## src/rtl/pipeline_hazard_ctrl_if.sv

```systemverilog
`default_nettype none
// ============================================================================
// Module      : pipeline_hazard_ctrl_if
// Description : Decode-side bus between the decoder and the hazard controller.
// Revision    : 1.0 - initial release
// ============================================================================
interface pipeline_hazard_ctrl_if #(
    parameter int ADDRW   = 5,
    parameter int NSTAGES = 3,
    parameter int COUNTW  = 32
);
    localparam int SELW = $clog2(NSTAGES + 1);

    logic               id_valid;
    logic [ADDRW-1:0]   id_rs1;
    logic [ADDRW-1:0]   id_rs2;
    logic               id_rs1_used;
    logic               id_rs2_used;
    logic [ADDRW-1:0]   id_rd;
    logic               id_regwrite;
    logic               id_memread;
    logic               ex_redirect;
    logic [SELW-1:0]    fwd1_sel;
    logic [SELW-1:0]    fwd2_sel;
    logic               stall;
    logic               flush;
    logic [NSTAGES-1:0] stage_valid;
    logic [COUNTW-1:0]  stall_count;
    logic [COUNTW-1:0]  flush_count;

    modport master (
        output id_valid, id_rs1, id_rs2, id_rs1_used, id_rs2_used,
               id_rd, id_regwrite, id_memread, ex_redirect,
        input  fwd1_sel, fwd2_sel, stall, flush, stage_valid,
               stall_count, flush_count
    );

    modport slave (
        input  id_valid, id_rs1, id_rs2, id_rs1_used, id_rs2_used,
               id_rd, id_regwrite, id_memread, ex_redirect,
        output fwd1_sel, fwd2_sel, stall, flush, stage_valid,
               stall_count, flush_count
    );
endinterface
`default_nettype wire

```

## src/rtl/pipeline_hazard_ctrl.sv

```systemverilog
`default_nettype none
// ============================================================================
// Module      : pipeline_hazard_ctrl
// Description : Operand forwarding, load-use stall and redirect flush control.
// Revision    : 1.0 - initial release
// ============================================================================
module pipeline_hazard_ctrl #(
    parameter int ADDRW      = 5,
    parameter int NSTAGES    = 3,
    parameter int LOAD_READY = 2,
    parameter int COUNTW     = 32
) (
    input  logic                 clk,
    input  logic                 reset,
    pipeline_hazard_ctrl_if.slave bus
);
    localparam int SELW = $clog2(NSTAGES + 1);
    localparam logic [COUNTW-1:0] c_count_max = {COUNTW{1'b1}};

    logic [NSTAGES:1]            r_valid;
    logic [NSTAGES:1]            r_wr;
    logic [NSTAGES:1]            r_ld;
    logic [NSTAGES:1][ADDRW-1:0] r_rd;
    logic [COUNTW-1:0]           r_stall_count;
    logic [COUNTW-1:0]           r_flush_count;

    logic [SELW-1:0] w_sel1;
    logic [SELW-1:0] w_sel2;
    logic            w_hz1;
    logic            w_hz2;
    logic            w_flush;
    logic            w_stall;
    logic            w_issue;

    function automatic logic f_match(input int k, input logic [ADDRW-1:0] rs,
                                     input logic used);
        return r_valid[k] && r_wr[k] && (r_rd[k] == rs) && (rs != '0) && used;
    endfunction

    // Scan oldest to youngest so the youngest match is the one left standing.
    always_comb begin
        w_sel1 = '0;
        w_sel2 = '0;
        w_hz1  = 1'b0;
        w_hz2  = 1'b0;
        for (int k = NSTAGES; k >= 1; k--) begin
            if (f_match(k, bus.id_rs1, bus.id_rs1_used)) begin
                w_sel1 = SELW'(k);
                w_hz1  = r_ld[k] && (k < LOAD_READY);
            end
            if (f_match(k, bus.id_rs2, bus.id_rs2_used)) begin
                w_sel2 = SELW'(k);
                w_hz2  = r_ld[k] && (k < LOAD_READY);
            end
        end
    end

    assign w_flush = bus.ex_redirect && r_valid[1];
    assign w_stall = bus.id_valid && (w_hz1 || w_hz2) && !w_flush;
    assign w_issue = bus.id_valid && !w_stall && !w_flush;

    always_ff @(posedge clk) begin
        if (!reset) begin
            r_valid       <= '0;
            r_wr          <= '0;
            r_ld          <= '0;
            r_rd          <= '0;
            r_stall_count <= '0;
            r_flush_count <= '0;
        end else begin
            r_valid[1] <= w_issue;
            r_wr[1]    <= w_issue && bus.id_regwrite && (bus.id_rd != '0);
            r_ld[1]    <= w_issue && bus.id_memread;
            r_rd[1]    <= w_issue ? bus.id_rd : '0;
            for (int k = 2; k <= NSTAGES; k++) begin
                r_valid[k] <= r_valid[k-1];
                r_wr[k]    <= r_wr[k-1];
                r_ld[k]    <= r_ld[k-1];
                r_rd[k]    <= r_rd[k-1];
            end
            if (w_stall && (r_stall_count != c_count_max)) begin
                r_stall_count <= r_stall_count + 1'b1;
            end
            if (w_flush && (r_flush_count != c_count_max)) begin
                r_flush_count <= r_flush_count + 1'b1;
            end
        end
    end

    assign bus.fwd1_sel    = w_sel1;
    assign bus.fwd2_sel    = w_sel2;
    assign bus.stall       = w_stall;
    assign bus.flush       = w_flush;
    assign bus.stage_valid = r_valid;
    assign bus.stall_count = r_stall_count;
    assign bus.flush_count = r_flush_count;
endmodule
`default_nettype wire

```

## src/flat_wrapper.sv

```systemverilog
// flat-port wrapper written by rule: the top's interface ports become plain ports
module pipeline_hazard_ctrl_flat 
#(
    parameter int ADDRW      = 5,
    parameter int NSTAGES    = 3,
    parameter int LOAD_READY = 2,
    parameter int COUNTW     = 32
)
  (clk, reset, bus_id_valid, bus_id_rs1, bus_id_rs2, bus_id_rs1_used, bus_id_rs2_used, bus_id_rd, bus_id_regwrite, bus_id_memread, bus_ex_redirect, bus_fwd1_sel, bus_fwd2_sel, bus_stall, bus_flush, bus_stage_valid, bus_stall_count, bus_flush_count);
  pipeline_hazard_ctrl_if #(.ADDRW(ADDRW), .NSTAGES(NSTAGES), .COUNTW(COUNTW)) bus_i ();
  input  logic clk;
  input  logic reset;
  input wire logic [$bits(bus_i.id_valid)-1:0] bus_id_valid;
  input wire logic [$bits(bus_i.id_rs1)-1:0] bus_id_rs1;
  input wire logic [$bits(bus_i.id_rs2)-1:0] bus_id_rs2;
  input wire logic [$bits(bus_i.id_rs1_used)-1:0] bus_id_rs1_used;
  input wire logic [$bits(bus_i.id_rs2_used)-1:0] bus_id_rs2_used;
  input wire logic [$bits(bus_i.id_rd)-1:0] bus_id_rd;
  input wire logic [$bits(bus_i.id_regwrite)-1:0] bus_id_regwrite;
  input wire logic [$bits(bus_i.id_memread)-1:0] bus_id_memread;
  input wire logic [$bits(bus_i.ex_redirect)-1:0] bus_ex_redirect;
  output wire logic [$bits(bus_i.fwd1_sel)-1:0] bus_fwd1_sel;
  output wire logic [$bits(bus_i.fwd2_sel)-1:0] bus_fwd2_sel;
  output wire logic [$bits(bus_i.stall)-1:0] bus_stall;
  output wire logic [$bits(bus_i.flush)-1:0] bus_flush;
  output wire logic [$bits(bus_i.stage_valid)-1:0] bus_stage_valid;
  output wire logic [$bits(bus_i.stall_count)-1:0] bus_stall_count;
  output wire logic [$bits(bus_i.flush_count)-1:0] bus_flush_count;
  assign bus_i.id_valid = bus_id_valid;
  assign bus_i.id_rs1 = bus_id_rs1;
  assign bus_i.id_rs2 = bus_id_rs2;
  assign bus_i.id_rs1_used = bus_id_rs1_used;
  assign bus_i.id_rs2_used = bus_id_rs2_used;
  assign bus_i.id_rd = bus_id_rd;
  assign bus_i.id_regwrite = bus_id_regwrite;
  assign bus_i.id_memread = bus_id_memread;
  assign bus_i.ex_redirect = bus_ex_redirect;
  assign bus_fwd1_sel = bus_i.fwd1_sel;
  assign bus_fwd2_sel = bus_i.fwd2_sel;
  assign bus_stall = bus_i.stall;
  assign bus_flush = bus_i.flush;
  assign bus_stage_valid = bus_i.stage_valid;
  assign bus_stall_count = bus_i.stall_count;
  assign bus_flush_count = bus_i.flush_count;
  pipeline_hazard_ctrl #(.ADDRW(ADDRW), .NSTAGES(NSTAGES), .LOAD_READY(LOAD_READY), .COUNTW(COUNTW)) u_core (.clk(clk), .reset(reset), .bus(bus_i));
endmodule
```

## config.mk

```make
export PLATFORM = sky130hd
export DESIGN_NAME = pipeline_hazard_ctrl_flat
export DESIGN_NICKNAME = d
export VERILOG_FILES = /design/src/rtl/pipeline_hazard_ctrl_if.sv /design/src/rtl/pipeline_hazard_ctrl.sv /design/src/flat_wrapper.sv
export SDC_FILE = /design/constraint.sdc
export NUM_CORES = 1
export LEC_CHECK = 0
export BUFFER_PORTS_ARGS = -buffer_cell sky130_fd_sc_hd__buf_2
export CORE_MARGIN = 2
export CORE_UTILIZATION = 49
export CTS_CLUSTER_SIZE = 16
export DETAILED_ROUTE_END_ITERATION = 7
export GPL_TIMING_DRIVEN = 0
export PLACE_DENSITY_LB_ADDON = 0.15
export SLEW_MARGIN = 25
export SYNTH_ARGS = -nofsm -noshare
export SYNTH_HDL_FRONTEND = slang
export SYNTH_SLANG_ARGS = --single-unit
```

## constraint.sdc

```tcl
create_clock -name clk -period 2.09 [get_ports clk]
set_input_delay 0.1045 -clock clk [delete_from_list [all_inputs] [get_ports clk]]
set_output_delay 0.1045 -clock clk [all_outputs]
set_load 0.03 [all_outputs]
```

==> results.sh, run 1 <==
export IMPL_synth_distinct_cells=43
export IMPL_overflow=0
export IMPL_rows=33
export IMPL_firstDrtPassIters=4
export IMPL_crit_arrival_ns=2.33
export IMPL_finalWirelength_mm=11.34
export IMPL_max_slew_margin_pct=62.75
export IMPL_maxCapViolCount=0
export IMPL_syn_to_final_growth_pct=31.57
export IMPL_leakagePower_nw=2.178
export IMPL_grt_max_degree=14
export IMPL_grt_pass1_wl_mm=17.74
export IMPL_start_util_pct=51.14
export IMPL_core_area_mm2=0.008299
export IMPL_via_count=4082
export IMPL_die_h_um=97.07
export IMPL_place_gp_congestion=0.8293
export IMPL_peakVddDrop_mv=0.3798
export IMPL_rsz0062_at_grt="true"
export IMPL_finalClockSkew_ns=0.008143
export IMPL_ys_seq_elements=86
export IMPL_setup_viol=0
export IMPL_synth_area_mm2=0.004244
export IMPL_numCtsBuffers=9
export IMPL_cp_required_ns=2.38
export IMPL_hp_start="bus_id_valid"
export IMPL_track_usage_pct=22.63
export IMPL_timing_final_ws_setup_ns=0.05093
export IMPL_htree_num_levels=3
export IMPL_hold_path_class="input port to register"
export IMPL_synth_nets=507
export IMPL_fin_crit_sh_pct=97.56
export IMPL_cts_tree="done"
export IMPL_drtIter0Drc=165
export IMPL_chipWidth_um=97.07
export IMPL_worst_setup_path_type="register to register"
export IMPL_wire_per_inst_um=15.55
export IMPL_worst_slew_pin_slew_ns=0.5587
export IMPL_status="complete, no violations"
export IMPL_drc=0
export IMPL_first_global_vias=3745
export IMPL_maxSlewViolCount=0
export IMPL_yosysSeqAreaShare_pct=40.57
export IMPL_clockRootBuffer="clkbuf_8"
export IMPL_clk_insertion_delay_late_ns=0.36
export IMPL_finalHoldViolCount=0
export IMPL_critPathLaunch="u_core.bus.stall_count[13]"
export IMPL_post_route_util_pct=67.28
export IMPL_numPortBuffers=95
export IMPL_syn_area_per_cell_um2=8.805
export IMPL_cp_max_fo=6
export IMPL_powerDensity_mw_per_mm2=539.6
export IMPL_period_needed_ns=2.039
export IMPL_yosysWarnings=0
export IMPL_clockBufferDepth=2
export IMPL_dp_slack_ns=-0.1480
export IMPL_diodes=0
export IMPL_vias_per_cell=5.599
export IMPL_crit_path_end_kind="register"
export IMPL_clkTransAtPathRegs_ns=0.08
export IMPL_layout_nets=645
export IMPL_rr_startpoint="u_core.bus.stall_count[13]"
export IMPL_worstSetupStartpointType="register"
export IMPL_design_portCount=96
export IMPL_syn_inst=482
export IMPL_clock_sinks=86
export IMPL_max_freq_mhz=490.4
export IMPL_antenna_found_initial=0
export IMPL_hpwl_mm=7.631
export IMPL_ant_nets=0
export IMPL_die_area_mm2=0.009422
export IMPL_layout_drive_gt1_share_pct=33.81
-- stage by stage --
step / instance area, µm² / TNS, ns / cells / power (mW) / hold WS (ns)
after floorplan: 4270 / -0.04234 / 482 / 1.798 / 0.2262
after global placement: 4877 / -1.122 / 682 / 1.862 / 0.3161
after detailed placement: 4877 / -2.215 / 682 / 1.866 / 0.3202
after CTS: 5230 / 0 / 711 / 3.022 / 0.2006
after global routing: 5584 / -0.2592 / 729 / 3.113 / 0.2116
final: 5584 / 0 / 729 / 3.013 / 0.2117
-- logic make-up after synthesis --
| kind of cell | share of synthesized area [%] |
|---|---|
| xor gates and xnor gates | 12.38 |
| and+or+nand+nor | 31.49 |
| adders and majority gates | 0.5895 |
| DFF | 40.57 |
| muxes | 1.887 |
| buffers and inverters | 3.184 |
| AOI/OAI and AO/OA | 9.906 |
-- state kept, by name (all words and copies together) (netlist names) --
name / flops
u_core.r_ld: 1
u_core.bus.stall_count: 32
u_core.r_wr: 3
u_core.bus.stage_valid: 3
u_core.r_rd: 15
u_core.bus.flush_count: 32
-- report_power, final --
part / internal, mW / switching (mW) / leakage (nW) / total [mW]
Combinational: 0.0801 / 0.106 / 1.38 / 0.186
Sequential: 1.64 / 0.0158 / 0.711 / 1.66
Clock: 0.580 / 0.590 / 0.0887 / 1.17
-- worst paths after layout --
check | endpoint | slack [ns] | cells past startpoint
setup reg to reg | u_core.bus.stall_count[17] | 0.05 | 6
hold / removal | u_core.bus.stage_valid[0] | 0.21 | 3
hold reg to reg | u_core.r_wr[2] | 0.47 | 1
setup / recovery | u_core.bus.stall_count[17] | 0.05 | 6
-- cell usage in the layout, fill, tap and decap left out, types with 3 or more instances in the layout --
| master | netlist | routed |
|---|---|---|
| nor2_1 | 32 | 32 |
| nand4_1 | 26 | 26 |
| mux2i_1 | 8 | 8 |
| o21ai_2 | 4 | 4 |
| and2_1 | 26 | 26 |
| or4_4 | 0 | 5 |
| buf_4 | 3 | 28 |
| and3_1 | 9 | 9 |
| dfxtp_1 | 86 | 58 |
| o31ai_1 | 9 | 9 |
| nor4_1 | 7 | 5 |
| clkbuf_1 | 11 | 12 |
| nor4_4 | 3 | 4 |
| nor3_1 | 10 | 10 |
| inv_1 | 9 | 9 |
| nand3_1 | 31 | 29 |
| o21ai_0 | 14 | 14 |
| xor2_1 | 26 | 26 |
| nand3_4 | 0 | 3 |
| xnor2_1 | 34 | 30 |
| a21oi_1 | 27 | 23 |
| and4_1 | 8 | 5 |
| nand2b_1 | 6 | 6 |
| dlygate4sd3_1 | 0 | 7 |
| o21bai_1 | 3 | 3 |
| xnor2_2 | 0 | 4 |
| a21oi_2 | 0 | 4 |
| dfxtp_4 | 0 | 9 |
| dfxtp_2 | 0 | 19 |
| nand2_1 | 33 | 32 |
| or4_1 | 15 | 10 |
| clkbuf_8 | 0 | 10 |
| buf_6 | 2 | 3 |
| buf_2 | 3 | 96 |
| or3_1 | 17 | 16 |
-- critical path: stages, from the launching register on --
cell	delay (ns)
dfxtp_1	0.43
nand2_1	0.09
or3_1	0.40
or2_0	0.26
clkbuf_1	0.16
or4_1	0.49
a21oi_1	0.15
-- what timing repair did --
| item | 4_1_cts | 5_1_grt |
|---|---|---|
| endpoints found under the hold margin | 7 | 0 |
| pin swaps | 7 | 16 |
| gates resized for setup | 8 | 62 |
| gates cloned | 0 | 1 |
| setup endpoints to repair | 61 | 59 |
| buffers inserted | 7 | 17 |
| hold buffers | 7 | 0 |
-- metal layers --
| layer | GRT usage, % | routed length [µm] | vias up |
|---|---|---|---|
| met5 | 0 | 0 | - |
| met4 | 7.476 | 194 | 0 |
| met3 | 3.669 | 508 | 18 |
| met2 | 38.30 | 5573 | 115 |
| met1 | 29.45 | 5061 | 1943 |
| li1 | - | - | 2006 |
-- cell usage after synthesis, drive strengths merged --
| library cell | count | area [µm²] |
|---|---|---|
| a211o | 1 | 8.760 |
| a211oi | 1 | 12.51 |
| a21oi | 27 | 135.1 |
| a31oi | 1 | 6.260 |
| a41oi | 1 | 8.760 |
| and2 | 26 | 162.7 |
| and3 | 9 | 56.30 |
| and4 | 8 | 70.07 |
| buf | 8 | 60.05 |
| clkbuf | 11 | 41.29 |
| dfxtp | 86 | 1722 |
| ha | 2 | 25.02 |
| inv | 9 | 33.78 |
| mux2i | 8 | 80.08 |
| nand2 | 33 | 123.9 |
| nand2b | 6 | 37.54 |
| nand3 | 33 | 175.2 |
| nand3b | 1 | 7.510 |
| nand4 | 26 | 162.7 |
| nor2 | 32 | 120.1 |
| nor3 | 10 | 50.05 |
| nor4 | 10 | 107.6 |
| nor4bb | 1 | 16.27 |
| o211ai | 1 | 7.510 |
| o21a | 1 | 7.510 |
| o21ai | 18 | 105.1 |
| o21bai | 4 | 33.78 |
| o311a | 1 | 10.01 |
| o31a | 2 | 17.52 |
| o31ai | 9 | 67.56 |
| or2 | 2 | 12.52 |
| or3 | 19 | 121.4 |
| or4 | 15 | 112.6 |
| xnor2 | 34 | 297.8 |
| xor2 | 26 | 227.7 |
-- layout make-up --
class                   count  area (µm²)
plain buffers              19       111.4
clock buffers              12       145.1
clock inverters             3       45.04
fillers                   694        2715
inverters                   9       33.78
multi-input cells         368        2590
flip-flops and latches     86        1779
well taps                 105       131.4
repair buffers            127       748.2
Power figures use the tool's default switching activity.
==> run 2, diff against run 1 <==
ABC_AREA = 1   (was default)
CORE_MARGIN = default   (was 2)
CORE_UTILIZATION = 51   (was 49)
MAX_ROUTING_LAYER = met4   (was default)
==> run 2 against run 1 <==
Compared with the run above:
- final cell count rose by 46%
- synthesized area rose by 23%
- total power grew 14%
- first-iteration DRC count increased by 28%
- critical path type is now register to output pin
- critical endpoint is now bus_stall
==> results.sh, run 2 <==
export IMPL_status="complete, no violations"
export IMPL_finalClockSkew_ns=0.01018
export IMPL_fillCellCount=943
export IMPL_ant_nets=0
export IMPL_crit_end="bus_stall"
export IMPL_drtIter0Drc=211
export IMPL_rows=36
export IMPL_cp_max_fo=10
export IMPL_peakVddDrop_mv=0.3947
export IMPL_syn_area_per_cell_um2=6.406
export IMPL_layout_nets=952
export IMPL_track_usage_pct=28.05
export IMPL_drc=0
export IMPL_antenna_found_initial=0
export IMPL_worst_setup_path_type="register to output pin"
export IMPL_clk_insertion_delay_late_ns=0.36
export IMPL_r2r_end="u_core.bus.flush_count[27]"
export IMPL_ys_seq_elements=86
export IMPL_critPathLaunch="u_core.r_rd[1]"
export IMPL_design_portCount=96
export IMPL_grt_max_degree=15
export IMPL_r2r_slack_ns=0.18
export IMPL_core_area_mm2=0.009864
export IMPL_synth_distinct_cells=40
export IMPL_cts_setup_buffers=0
export IMPL_async_flop_share_pct=0
export IMPL_crit_arrival_ns=1.81
export IMPL_fin_crit_sh_pct=91.59
export IMPL_crit_path_end_kind="output pin"
export IMPL_timing_final_ws_setup_ns=0.1759
export IMPL_ys_top_cells_by_count="nand2_1, nor2_1, inv_1, dfxtp_1, a21oi_1"
export IMPL_cts_tree="done"
export IMPL_leakagePower_nw=2.836
export IMPL_rr_worst_depth=11
export IMPL_place_gp_congestion=0.9474
export IMPL_power_mw=3.424
export IMPL_worst_path_buf_inv=3
export IMPL_clockRootBuffer="clkbuf_8"
export IMPL_hold_path_class="input port to register"
export IMPL_period_needed_ns=1.914
export IMPL_final_common_cell="nand2_1"
export IMPL_hpwl_mm=10.62
export IMPL_whs_ns=0.1075
export IMPL_synth_most_common_cell="nand2_1"
export IMPL_synth_area_mm2=0.005221
export IMPL_layout_drive_gt1_share_pct=18.35
export IMPL_grt_pass1_wl_mm=22.38
export IMPL_die_h_um=103.2
export IMPL_cp_cell_sequence="xnor2_1 > nand2_1 > nor2_2 > nand2_2 > nand2_4 > buf_12 > nand2_2 > inv_2 > clkbuf_4"
export IMPL_yosysSeqAreaShare_pct=32.97
export IMPL_worstSetupStartpointType="register"
export IMPL_first_global_vias=4989
export IMPL_cpMostUsedCell="nand2_2"
export IMPL_yosysWarnings=0
export IMPL_start_util_pct=52.93
export IMPL_diodes=0
export IMPL_finalHoldViolCount=0
export IMPL_syn_inst=815
export IMPL_maxCapViolCount=0
export IMPL_clockBufferDepth=2
export IMPL_finalWirelength_mm=13.70
export IMPL_firstDrtPassIters=5
export IMPL_numCtsBuffers=9
export IMPL_syn_to_final_growth_pct=18.84
export IMPL_synth_top_area_share_pct=32.97
export IMPL_max_slew_margin_pct=64.10
export IMPL_worst_slew_pin_slew_ns=0.5384
export IMPL_wire_per_inst_um=12.86
export IMPL_htree_num_levels=3
export IMPL_chipWidth_um=103.2
export IMPL_dp_slack_ns=0.1678
export IMPL_crit_slowest_cell="dfxtp_1"
export IMPL_max_freq_mhz=522.4
export IMPL_die_area_mm2=0.01065
export IMPL_layout_common_cells="nand2_1, nor2_1, inv_1"
export IMPL_ys_top_cells_by_area="dfxtp_1, nand2_1, nor2_1, inv_1, xnor2_1"
export IMPL_finalSetupTns_ns=0
export IMPL_setup_viol=0
export IMPL_rsz0062_at_grt="false"
export IMPL_path_depth=9
export IMPL_yosysTopAreaCell="dfxtp_1"
export IMPL_clock_sinks=86
export IMPL_via_count=5354
export IMPL_critical_path_max_stage_delay_ns=0.43
export IMPL_synthFlopType="dfxtp_1"
export IMPL_rr_startpoint="u_core.bus.flush_count[1]"
export IMPL_synth_edf_count=0
export IMPL_overflow=0
export IMPL_maxSlewViolCount=0
export IMPL_powerDensity_mw_per_mm2=551.9
export IMPL_numPortBuffers=94
export IMPL_cp_top_family="simple AND/OR/NAND/NOR gates"
export IMPL_synth_nets=840
export IMPL_cp_required_ns=1.99
export IMPL_vias_per_cell=5.027
export IMPL_clkTransAtPathRegs_ns=0.09
## run 2: cell count changes after synthesis, sizes merged, moves of 15 or more
cell	change
or3	-19
nor2	+119
inv	+114
and2	-25
or4	-15
nand2	+202
## run 2: area by class of cell
cell class	count	area [µm²]	share of cell area, %
Sequential cell	86	1724	27.79
Clock buffer	10	127.6	2.057
Timing Repair Buffer	101	543.0	8.752
Buffer	19	158.9	2.561
Tap cell	133	166.4	2.682
Inverter	127	476.7	7.683
Clock inverter	6	133.9	2.158
Multi-Input combinational cell	583	2874	46.32
## run 2: logic make-up (layout without fill, tap and decap cells)
kind of cell	Yosys count	in the layout	share of synthesized area (%)
DFF	86	86	32.97
buffers and inverters	146	263	12.17
adders and majority gates	2	2	0.4792
and+or+nand+nor	479	479	41.55
AOI/OAI and AO/OA	69	69	7.285
xor gates and xnor gates	33	33	5.536
## run 2: power breakdown
group	leakage (nW)	internal, mW	switching (mW)
sequential	0.695	1.65	0.0151
clock	0.130	0.916	0.625
combinational	2.01	0.0818	0.134
total	2.84	2.65	0.774
## run 2: timing repair
action | in CTS | in global routing
gates resized for setup | 0 | 5
endpoints found under the hold margin | 7 | 0
setup endpoints to repair | 0 | 19
hold buffers | 7 | 0
## run 2: worst min-delay path by stage
stage                    startpoint                        end  slack, ns  depth (start not counted)
CTS                    bus_id_valid             u_core.r_rd[1]       0.08                          3
finish                 bus_id_valid             u_core.r_ld[1]       0.11                          3
global placement    bus_id_regwrite             u_core.r_wr[1]       0.33                          3
floorplan            bus_id_memread             u_core.r_ld[1]       0.22                          2
global route           bus_id_valid  u_core.bus.stage_valid[0]        0.1                          3
detailed placement     bus_id_rd[1]             u_core.r_rd[1]       0.34                          3
## run 2: worst min-delay path, cell delays in order
cell and delay [ns]:
buf_2 0.12, nand4_4 0.14, nor2_1 0.05
## run 2: stage by stage
| stage | utilization (%) | instances | area (µm²) |
|---|---|---|---|
| 2_1_floorplan | - | 815 | 5221 |
| 3_3_place_gp | 59.39 | 1042 | 5858 |
| 3_5_place_dp | 59.39 | 1042 | 5858 |
| 4_1_cts | 62.75 | 1065 | 6190 |
| 5_1_grt | 62.90 | 1065 | 6205 |
| 6_report | 62.90 | 1065 | 6205 |
## run 2: metal layers
layer	global-route usage (%)	share of wire, %	vias to the layer above
li1	-	-	2746
met1	33.79	45	2446
met2	48.10	49	145
met3	4.032	5.0	17
met4	9.426	1.2	0
met5	-	0	-
